**src/rtl/div_pkg.sv**
```systemverilog
// Shared definitions for the sequential restoring divider: FSM encoding and
// default operand width.
package div_pkg;

    localparam int unsigned DivSizeDefault = 32;

    typedef enum logic [2:0] {
        StIdle = 3'd0,
        StLoad = 3'd1,
        StStep = 3'd2,
        StFix  = 3'd3,
        StDone = 3'd4
    } div_state_e;

endpackage

```
**src/rtl/div_step.sv**
```systemverilog
// One restoring-division step: shift the next dividend bit into the partial
// remainder and subtract the divisor when it fits.
module div_step
    import div_pkg::*;
#(
    parameter int unsigned SIZE = DivSizeDefault
) (
    input  logic [SIZE-1:0] r_i,
    input  logic            d_msb_i,
    input  logic [SIZE-1:0] dv_i,
    output logic [SIZE-1:0] r_next_o,
    output logic            q_bit_o
);

    // SIZE+1 bits so a divisor with its MSB set cannot overflow the trial value.
    logic [SIZE:0] trial;
    logic [SIZE:0] dv_ext;

    always_comb begin
        trial    = {r_i, d_msb_i};
        dv_ext   = {1'b0, dv_i};
        q_bit_o  = (trial >= dv_ext);
        r_next_o = q_bit_o ? SIZE'(trial - dv_ext) : trial[SIZE-1:0];
    end

endmodule

```
**src/rtl/seq_div_ctrl.sv**
```systemverilog
// Sequential restoring-division controller: one quotient bit per clock, with
// quotient bits appended into an external left-shift SFR via clr/left/incr.
module seq_div_ctrl
    import div_pkg::*;
#(
    parameter int unsigned SIZE = DivSizeDefault
) (
    input  logic            clk,
    input  logic            clr,
    input  logic            start,
    input  logic [SIZE-1:0] dividend,
    input  logic [SIZE-1:0] divisor,
    output logic            q_clr,
    output logic            q_left,
    output logic            q_incr,
    output logic [SIZE-1:0] remainder,
    output logic            busy,
    output logic            done,
    output logic            div_by_zero
);

    localparam int unsigned     CntW    = $clog2(SIZE);
    localparam logic [CntW-1:0] CntLast = CntW'(SIZE - 1);

    div_state_e      state_q;
    logic [SIZE-1:0] r_q;
    logic [SIZE-1:0] d_q;
    logic [SIZE-1:0] dv_q;
    logic [CntW-1:0] cnt_q;
    logic            pend_q;
    logic [SIZE-1:0] rem_q;
    logic            dbz_q;
    logic            done_q;
    logic            busy_q;

    logic [SIZE-1:0] step_r;
    logic            step_bit;

    div_step #(
        .SIZE(SIZE)
    ) u_div_step (
        .r_i     (r_q),
        .d_msb_i (d_q[SIZE-1]),
        .dv_i    (dv_q),
        .r_next_o(step_r),
        .q_bit_o (step_bit)
    );

    always_ff @(posedge clk) begin
        if (clr) begin
            state_q <= StIdle;
            r_q     <= '0;
            d_q     <= '0;
            dv_q    <= '0;
            cnt_q   <= '0;
            pend_q  <= 1'b0;
            rem_q   <= '0;
            dbz_q   <= 1'b0;
            done_q  <= 1'b0;
            busy_q  <= 1'b0;
        end else begin
            done_q <= 1'b0;
            case (state_q)
                StIdle: begin
                    if (start) begin
                        d_q     <= dividend;
                        dv_q    <= divisor;
                        busy_q  <= 1'b1;
                        state_q <= StLoad;
                    end
                end
                StLoad: begin
                    r_q    <= '0;
                    pend_q <= 1'b0;
                    cnt_q  <= '0;
                    if (dv_q == '0) begin
                        rem_q   <= d_q;
                        dbz_q   <= 1'b1;
                        busy_q  <= 1'b0;
                        done_q  <= 1'b1;
                        state_q <= StDone;
                    end else begin
                        dbz_q   <= 1'b0;
                        state_q <= StStep;
                    end
                end
                StStep: begin
                    d_q    <= d_q << 1;
                    r_q    <= step_r;
                    pend_q <= step_bit;
                    cnt_q  <= cnt_q + 1'b1;
                    if (cnt_q == CntLast) begin
                        state_q <= StFix;
                    end
                end
                StFix: begin
                    // Last quotient bit is appended by q_incr this cycle, without a shift.
                    rem_q   <= r_q;
                    busy_q  <= 1'b0;
                    done_q  <= 1'b1;
                    state_q <= StDone;
                end
                StDone: begin
                    state_q <= StIdle;
                end
                default: begin
                    busy_q  <= 1'b0;
                    state_q <= StIdle;
                end
            endcase
        end
    end

    // SFR strobes are combinational so quotient bits reach Q without extra latency.
    always_comb begin
        q_clr  = clr | (state_q == StLoad);
        q_left = (state_q == StStep);
        q_incr = pend_q & ((state_q == StStep) | (state_q == StFix));
    end

    assign remainder   = rem_q;
    assign busy        = busy_q;
    assign done        = done_q;
    assign div_by_zero = dbz_q;

endmodule

```
**config.mk**
```make
export PLATFORM = sky130hd
export DESIGN_NAME = seq_div_ctrl
export DESIGN_NICKNAME = d
export VERILOG_FILES = /design/src/rtl/div_pkg.sv /design/src/rtl/div_step.sv /design/src/rtl/seq_div_ctrl.sv
export SDC_FILE = /design/constraint.sdc
export NUM_CORES = 1
export LEC_CHECK = 0
export CAP_MARGIN = 20
export CORE_MARGIN = 2
export CORE_UTILIZATION = 35
export CTS_BUF_LIST = sky130_fd_sc_hd__clkbuf_2
export CTS_CLUSTER_DIAMETER = 150
export DETAILED_ROUTE_END_ITERATION = 6
export PLACE_DENSITY = 0.61
export SYNTH_ARGS = -nofsm -noshare
export SYNTH_HDL_FRONTEND = slang
export SYNTH_SLANG_ARGS = --single-unit
```
**constraint.sdc**
```tcl
create_clock -name clk -period 5.2 [get_ports clk]
set_clock_uncertainty 0.1 [all_clocks]
set_input_delay 0.78 -clock clk [delete_from_list [all_inputs] [get_ports clk]]
set_output_delay 0.78 -clock clk [all_outputs]
set_load 0.005 [all_outputs]
```
==> results of run 1 <==
[routing by layer]
layer  global-route usage, %  share of wire, %
met3                    3.19               5.1
met2                    27.0                43
met1                    26.3                50
met5                       0                 0
met4                    6.54               2.0
[metrics by stage]
step | power (mW) | instance area, um^2 | hold slack [ns] | cells
after floorplan | 1.81 | 7650 | 0.349 | 972
after global placement | 2.03 | 8800 | 0.360 | 1292
after detailed placement | 2.04 | 8820 | 0.366 | 1293
after CTS | 2.63 | 9030 | 0.279 | 1325
after global routing | 2.78 | 9060 | 0.314 | 1327
final | 2.62 | 9060 | 0.335 | 1327
[worst max-delay path, cell delays in order, from the launching register on]
cell       delay (ns)
dfxtp_1          0.41
inv_1            0.06
ha_1             0.38
a21oi_1          0.19
o21ai_0          0.16
or3_1            0.39
o2111ai_2        0.23
a21o_1           0.19
nand3_2          0.73
o221ai_1         0.50
a221o_1          0.19
[kinds of logic after synthesis]
family | synth area share (%)
AND/OR/NAND/NOR | 19.6
buffers and inverters | 6.24
AO/OA/AOI/OAI | 21.5
XOR/XNOR | 2.63
flip-flops | 36.6
adder cells (fa/ha/maj) | 5.82
multiplexers | 7.60
[worst paths after layout]
path | slack [ns] | start | end
max | 1.62 | dv_q[12]$_SDFFE_PP0P_ | r_q[22]$_SDFFE_PP0P_
min | 0.34 | clr | dv_q[27]$_SDFFE_PP0P_
max reg2reg | 1.62 | dv_q[12]$_SDFFE_PP0P_ | r_q[22]$_SDFFE_PP0P_
min reg2reg | 0.39 | dv_q[16]$_SDFFE_PP0P_ | dv_q[16]$_SDFFE_PP0P_
[sequential cells by signal, indices dropped and copies added (netlist names)]
signal	count
dv_q	32
busy	1
state_q	3
pend_q	1
cnt_q	5
remainder	32
r_q	32
div_by_zero	1
done	1
d_q	32
[cells in the final DEF, fill, tap and decap left out, drive strengths merged, types with 16 or more instances in the layout]
cell | Yosys | routed
inv | 44 | 46
o21ai | 55 | 55
dfxtp | 140 | 140
nor3 | 43 | 43
nor2 | 99 | 99
a21oi | 78 | 78
clkdlybuf4s50 | 0 | 103
o22ai | 31 | 31
nand4 | 16 | 16
ha | 34 | 34
clkbuf | 52 | 18
mux2i | 57 | 57
nand2 | 129 | 129
a211oi | 32 | 32
[cells in the mapped netlist, types with 9 or more instances]
| master | n |
|---|---|
| a21oi_1 | 77 |
| inv_1 | 44 |
| ha_1 | 34 |
| dfxtp_1 | 140 |
| nand4_1 | 16 |
| o21ai_1 | 13 |
| a31oi_1 | 9 |
| a211oi_1 | 32 |
| buf_2 | 10 |
| nand3_1 | 12 |
| o21ai_0 | 42 |
| nor2_1 | 99 |
| clkbuf_1 | 52 |
| nor4_1 | 11 |
| o22ai_1 | 31 |
| nor3_1 | 42 |
| a21o_1 | 13 |
| nand2_1 | 129 |
| xnor2_1 | 13 |
| xor2_1 | 10 |
| mux2i_1 | 57 |
| and3_1 | 10 |
[final cells by class]
type                    instances  area (um^2)
repair buffers                113         1140
well taps                     280          350
inverters                      44          165
fillers                      2263        12600
diodes                          1         2.50
multi-input cells             717         4390
flip-flops and latches        140         2800
clock buffers                  18         90.1
clock inverters                14          121
[power breakdown]
| group | switching, mW | internal [mW] |
|---|---|---|
| clock | 0.425 | 0.173 |
| combinational | 0.464 | 0.351 |
| sequential | 0.0653 | 1.15 |
| total | 0.954 | 1.67 |
==> flow_summary_export.csv, run 1 <==
group,metric,value,unit
floorplan,core_area,21600,um^2
yosys,yosysTopAreaCellShare,36.6,%
yosys,synth_edf_count,0,
detailed_routing,drt-total-wl,21.3,mm
detailed_routing,initialDrtViolationCount,583,
grt,grt_first_pass_wirelength,34.2,mm
yosys,synthArstFlopShare,0,%
floorplan,initial_utilization,35.4,%
grt,grt_pass1_vias,6616,
clocking,clock_sinks,140,
floorplan,chipHeight,152,um
setup_path,worstPathArrival,4.16,ns
setup_path,worstPathRequired,5.78,ns
sta,rsz0062_at_grt,"false",
detailed_routing,vias,7049,
pwr,power.density,289,nW/um^2
grt,grt_max_degree,82,
yosys,yosys-top-cells-area,"dfxtp_1 (37%), mux2i_1 (7.5%), nand2_1 (6.3%)",
floorplan,row_count,54,
yosys,syn-num-nets,1074,
sta,hold_viol,0,
sta,setup_slack,1.62,ns
clocking,root_buffer,"clkbuf_2",
detailed_routing,vias_per_cell,5.31,
clocking,post_cts_resized,0,
setup_path,reg2reg_depth,10,
sta,fmax,279,MHz
yosys,ys.flop_type,"dfxtp_1",
pwr,irDropWorstVdd,0.000102,V
detailed_routing,first_pass_iters,5,
placement,hpwl,15.8,mm
setup_path,cp-end-kind,"register",
yosys,yosys_warnings,0,
clocking,clock_latency,0.72,ns
setup_path,path_class,"register to register",
placement,port_buffers,104,
sta,tns,0,ns
placement,pre_cts_ws,1.68,ns
clocking,post_cts_buffers,0,
clocking,htree_levels,4,
yosys,yosys_register_bits,140,
layout,drive_above_1_share,4.97,%
yosys,syn_area_per_cell,7.87,um^2
detailed_routing,drtAntennaViolNets,0,
floorplan,ios,105,
layout,syn_to_final_growth,18.4,%
placement,finalWeightedCongestion,0.905,
floorplan,die_width,152,um
sta,setup_viol,0,
clocking,cts_tree,"yes",
status,outcome,"completed",
setup_path,start_kind,"register",
yosys,netlist_instances,972,
floorplan,die_area,23100,um^2
sta,fin_crit_sh,68.9,%
job,maxCapViolCount,0,
yosys,ys_types,58,
clocking,clkTransAtPathRegs,0.21,ns
sta,maxSlewHeadroom,36.4,%
pwr,leakagePower,3.62,nW
layout,utilization,41.9,%
clocking,clockBufferDepth,2,
sta,maxSlewViolCount,0,
worst_hold_path,hold_class,"input port to register",
grt,grtUsageTotal,18.1,%
yosys,synth_area,7650,um^2
worst_hold_path,min_path_cells,2,
clocking,cts_hold_repair.buffers,0,
layout,fin_nets,1135,
yosys,synth.largest_area_cell,"dfxtp_1",
clocking,cts-buffers-inserted,17,
detailed_routing,routedWlPerCell,16.1,um
detailed_routing,drc,0,
grt,grt-ovfl-total,0,
sta,layout_min_cycle_time,3.58,ns
yosys,yosysSeqAreaShare,36.6,%
grt,antenna_found_initial,1,
sta,tightest_slew,0.954,ns
setup_path,path_max_fanout,29,
Note: power is estimated with default switching activity, not from simulation.
==> run 2: changes to the inputs <==
- clock period: 5.2 -> 3.7 ns (I/O delays scaled with it)
==> run 2 against run 1 <==
Compared with the run above: total power rose by 43%; critical path depth is 7 lower; via count grew 0.82%; sequential share of layout area about the same; sequential power rose by 40%; non-clock buffer count rose by 4; setup slack worse by 1.3 ns; count of clock-buffer cells in the layout increased by 1; clock power up 47%; cell count increased by 0.30%; first-iteration DRC count decreased by 6.5%; die area stayed put; largest cell class unchanged; largest power group unchanged.
==> flow_summary_export.csv, run 2 (synthesis gave the netlist of run 1 again) <==
group,metric,value,unit
worst_hold_path,worst_hold_path.endpoint,"dv_q[22]$_SDFFE_PP0P_",
grt,grt_pass1_vias,6712,
floorplan,chipHeight,152,um
clocking,cts-buffers-inserted,17,
clocking,root_buffer,"clkbuf_2",
worst_hold_path,min_path_cells,3,
layout,syn_to_final_growth,18.5,%
clocking,post_cts_buffers,0,
sta,layout_min_cycle_time,3.38,ns
detailed_routing,drt-total-wl,21.8,mm
setup_path,worstPathArrival,2.72,ns
status,outcome,"completed",
sta,setup_viol,0,
floorplan,core_area,21600,um^2
setup_path,cp-end-kind,"primary output",
sta,maxSlewHeadroom,39.1,%
placement,dp.cells,1298,
sta,hold-worst-slack,0.256,ns
placement,port_buffers,104,
detailed_routing,first_pass_iters,7,
worst_hold_path,hold_class,"input port to register",
clocking,clock_latency,0.72,ns
setup_path,path_class,"register to primary output",
detailed_routing,vias_per_cell,5.34,
floorplan,ios,105,
pwr,leakagePower,3.63,nW
pwr,power.density,413,nW/um^2
clocking,clkTransAtPathRegs,0.20,ns
setup_path,worstPathRequired,3.04,ns
clocking,clockBufferDepth,2,
layout,utilization,42.0,%
grt,grt_first_pass_wirelength,34.9,mm
floorplan,die_area,23100,um^2
floorplan,initial_utilization,35.4,%
floorplan,die_width,152,um
grt,grtUsageTotal,18.5,%
setup_path,r2r_end,"r_q[3]$_SDFFE_PP0P_",
setup_path,crit_family,"flip-flops",
setup_path,reg2reg_depth,11,
sta,tns,0,ns
clocking,htree_levels,4,
detailed_routing,routedWlPerCell,16.4,um
setup_path,cpPeakStageDelay,0.72,ns
placement,finalWeightedCongestion,0.947,
layout,drive_above_1_share,5.05,%
setup_path,cp_slowest_cell,"dfxtp_1",
grt,antenna_found_initial,1,
layout,fin_nets,1139,
clocking,cts_hold_repair.buffers,0,
clocking,cts_tree,"yes",
pwr,p_total,3.74,mW
floorplan,row_count,54,
pwr,irDropWorstVdd,0.000152,V
setup_path,start_kind,"register",
setup_path,worst-path-buf-inv,1,
sta,rsz0062_at_grt,"false",
worst_hold_path,min-delay-start,"divisor[22]",
placement,hpwl,16.0,mm
sta,fin_crit_sh,91.3,%
clocking,post_cts_resized,0,
sta,tightest_slew,0.909,ns
sta,maxSlewViolCount,0,
detailed_routing,drc,0,
detailed_routing,drtAntennaViolNets,0,
setup_path,rrSetupSlack,0.41,ns
setup_path,r2r_start,"dv_q[1]$_SDFFE_PP0P_",
job,maxCapViolCount,0,
setup_path,cp_cell_sequence,"nand2_1 > o21ai_0 > clkdlybuf4s50_1",
sta,fmax,296,MHz
grt,grt_max_degree,65,
detailed_routing,vias,7107,
detailed_routing,initialDrtViolationCount,545,
layout,layout.cells.most_common,"dfxtp_1",
layout,mostFrequentLayoutCells,"dfxtp_1 (140), nand2_1 (129), clkdlybuf4s50_1 (103), nor2_1 (97), a21oi_1 (77)",
sta,hold_viol,0,
layout,fin_cells,1331,
setup_path,path_max_fanout,15,
grt,grt-ovfl-total,0,
clocking,clock_sinks,140,
==> run 2: routing by layer <==
metal | GRT usage, % | vias up | share of wire (%)
li1 | - | 3596 | -
met1 | 26.5 | 3260 | 50
met2 | 28.2 | 233 | 42
met3 | 4.34 | 18 | 6.5
met4 | 4.09 | 0 | 1.1
met5 | 0 | - | 0
==> run 2: where the power goes <==
group	switching, mW	internal, mW	total (mW)
registers	0.0941	1.61	1.70
clock network	0.575	0.306	0.881
logic	0.666	0.491	1.16
==> run 2: worst max-delay path by stage <==
| stage | from | endpoint | cells after the start | slack, ns |
|---|---|---|---|---|
| 6_report | state_q[0]$_SDFFE_PP0P_ | q_clr | 3 | 0.32 |
| 5_1_grt | dv_q[10]$_SDFFE_PP0P_ | r_q[3]$_SDFFE_PP0P_ | 11 | 0.12 |
| 4_1_cts | state_q[0]$_SDFFE_PP0P_ | q_clr | 3 | 0.29 |
| 3_5_place_dp | dv_q[1]$_SDFFE_PP0P_ | r_q[4]$_SDFFE_PP0P_ | 11 | 0.41 |
| 2_1_floorplan | dv_q[1]$_SDFFE_PP0P_ | pend_q$_SDFFE_PP0P_ | 12 | 1.14 |
| 3_3_place_gp | dv_q[1]$_SDFFE_PP0P_ | r_q[14]$_SDFFE_PP0P_ | 11 | 0.53 |
==> run 2: cell type report <==
| class | count | area [um^2] |
|---|---|---|
| Inverter | 44 | 165 |
| Clock buffer | 19 | 95.1 |
| Sequential cell | 140 | 2800 |
| Tap cell | 280 | 350 |
| Fill cell | 2232 | 12600 |
| Timing Repair Buffer | 117 | 1140 |
| Multi-Input combinational cell | 717 | 4390 |
| Clock inverter | 13 | 125 |
| Antenna cell | 1 | 2.50 |
==> run 2: worst reg2reg max path: cells and delay by family (launching register included) <==
family / cells / cell delay [ns]
multiplexers: 1 / 0.15
AND/OR/NAND/NOR: 2 / 0.61
AO/OA/AOI/OAI: 5 / 1.13
adder cells (fa/ha/maj): 1 / 0.30
buffers and inverters: 2 / 0.45
flip-flops: 1 / 0.44
==> run 2: through the flow <==
stage                     worst slack (ns)  instance area, um^2
after global placement               0.526                 8850
after floorplan                       1.14                 7650
after global routing                 0.123                 9070
after detailed placement             0.413                 8850
after CTS                            0.290                 9070
final                                0.322                 9070
==> run 3: changes to the inputs <==
- PLACE_DENSITY: 0.61 -> not set
==> run 3 against run 2 <==
Compared with the run above: total power up 4.8%; fmax fell by 0.18%; register-to-register slack improved by 0.14 ns; sequential share of layout area down 0.26 points; die area stayed put; count of clock-buffer cells in the layout stayed put; sequential power is essentially flat; cell area rose by 0.84%; wire length is 0.64% lower; hold slack lost 0.098 ns; via count is 0.46% lower.
==> flow_summary_export.csv, run 3 (synthesis gave the netlist of run 1 again) <==
group,metric,value,unit
status,outcome,"completed",
setup_path,crit_path_start,"state_q[0]$_SDFFE_PP0P_",
worst_hold_path,min-delay-start,"clr",
setup_path,rrSetupSlack,0.55,ns
sta,fmax,296,MHz
floorplan,die_width,152,um
worst_hold_path,hold_class,"input port to register",
sta,hold_viol,0,
placement,port_buffers,104,
pwr,power.density,429,nW/um^2
grt,grt_pass1_vias,6702,
detailed_routing,drtAntennaViolNets,0,
setup_path,worstPathArrival,2.73,ns
sta,maxSlewHeadroom,35.5,%
detailed_routing,vias_per_cell,5.31,
floorplan,row_count,54,
detailed_routing,routedWlPerCell,16.3,um
layout,drive_above_1_share,5.33,%
grt,antenna_found_initial,1,
placement,finalWeightedCongestion,0.942,
detailed_routing,vias,7074,
floorplan,ios,105,
placement,hpwl,16.1,mm
layout,mostFrequentLayoutCells,"dfxtp_1 (140), nand2_1 (129), clkdlybuf4s50_1 (103), nor2_1 (97), a21oi_1 (77)",
sta,tightest_slew,0.963,ns
sta,maxSlewViolCount,0,
clocking,root_buffer,"clkbuf_2",
pwr,irDropWorstVdd,0.000175,V
placement,pre_cts_ws,0.671,ns
clocking,post_cts_resized,0,
clocking,clkTransAtPathRegs,0.21,ns
clocking,clock_latency,0.75,ns
detailed_routing,first_pass_iters,5,
clocking,post_cts_buffers,0,
grt,grt_first_pass_wirelength,35.3,mm
sta,fin_crit_sh,91.5,%
layout,fillerInstances,2201,
setup_path,path_max_fanout,15,
detailed_routing,initialDrtViolationCount,654,
setup_path,path_class,"register to primary output",
clocking,cts-buffers-inserted,17,
layout,fin_nets,1139,
job,maxCapViolCount,0,
clocking,clock_sinks,140,
grt,grt-ovfl-total,0,
detailed_routing,drc,0,
floorplan,initial_utilization,35.4,%
setup_path,cp-end-kind,"primary output",
clocking,cts_tree,"yes",
sta,setup_slack,0.316,ns
pwr,leakagePower,3.66,nW
layout,layout.cells.most_common,"dfxtp_1",
floorplan,die_area,23100,um^2
floorplan,core_area,21600,um^2
sta,tns,0,ns
layout,register_area,2800,um^2
grt,grtUsageTotal,18.7,%
setup_path,worstPathRequired,3.04,ns
setup_path,start_kind,"register",
clocking,cts_hold_repair.buffers,0,
sta,layout_min_cycle_time,3.38,ns
clocking,htree_levels,4,
sta,rsz0062_at_grt,"false",
layout,syn_to_final_growth,19.5,%
clocking,clockBufferDepth,2,
floorplan,chipHeight,152,um
layout,multiInputGateArea,4390,um^2
detailed_routing,drt-total-wl,21.7,mm
setup_path,r2r_start,"d_q[31]$_SDFFE_PP0P_",
grt,grt_max_degree,68,
sta,setup_viol,0,
pwr,p_total,3.92,mW
==> run 3: worst paths after layout <==
check / endpoint / depth (start not counted)
min reg2reg: dv_q[29]$_SDFFE_PP0P_ / 2
min: cnt_q[1]$_SDFFE_PP0P_ / 2
max reg2reg: r_q[30]$_SDFFE_PP0P_ / 11
max: q_clr / 3
==> run 3: stage by stage <==
stage	hold slack, ns	instances	utilization, %	area [um^2]
floorplan	0.349	972	-	7650
global placement	0.361	1298	41.0	8860
detailed placement	0.368	1298	41.0	8860
CTS	0.0919	1330	42.3	9140
global route	0.118	1331	42.3	9150
finish	0.158	1331	42.3	9150
==> run 3: report_power, final <==
part / internal, mW / total, mW / switching [mW]
registers: 1.61 / 1.70 / 0.0875
clock network: 0.454 / 1.05 / 0.597
logic: 0.501 / 1.17 / 0.672
==> run 3: layer usage <==
layer | up-vias | part of all wire (%) | track usage [%]
li1 | 3610 | - | -
met1 | 3204 | 50 | 27.4
met2 | 222 | 42 | 27.3
met3 | 38 | 5.6 | 3.85
met4 | 0 | 2.6 | 6.50
met5 | - | 0 | 0
==> run 3: area by class of cell <==
type                    instances  area share, %
diodes                          1         0.0274
clock buffers                  19           1.04
clock inverters                13           2.07
inverters                      44           1.81
multi-input cells             717           48.0
flip-flops and latches        140           30.6
well taps                     280           3.83
repair buffers                117           12.6
==> run 3: worst max-delay path, cell delays in order (launching register included) <==
cell             delay, ns
dfxtp_1               0.73
nand2_1               0.33
o21ai_0               0.35
clkdlybuf4s50_1       0.58
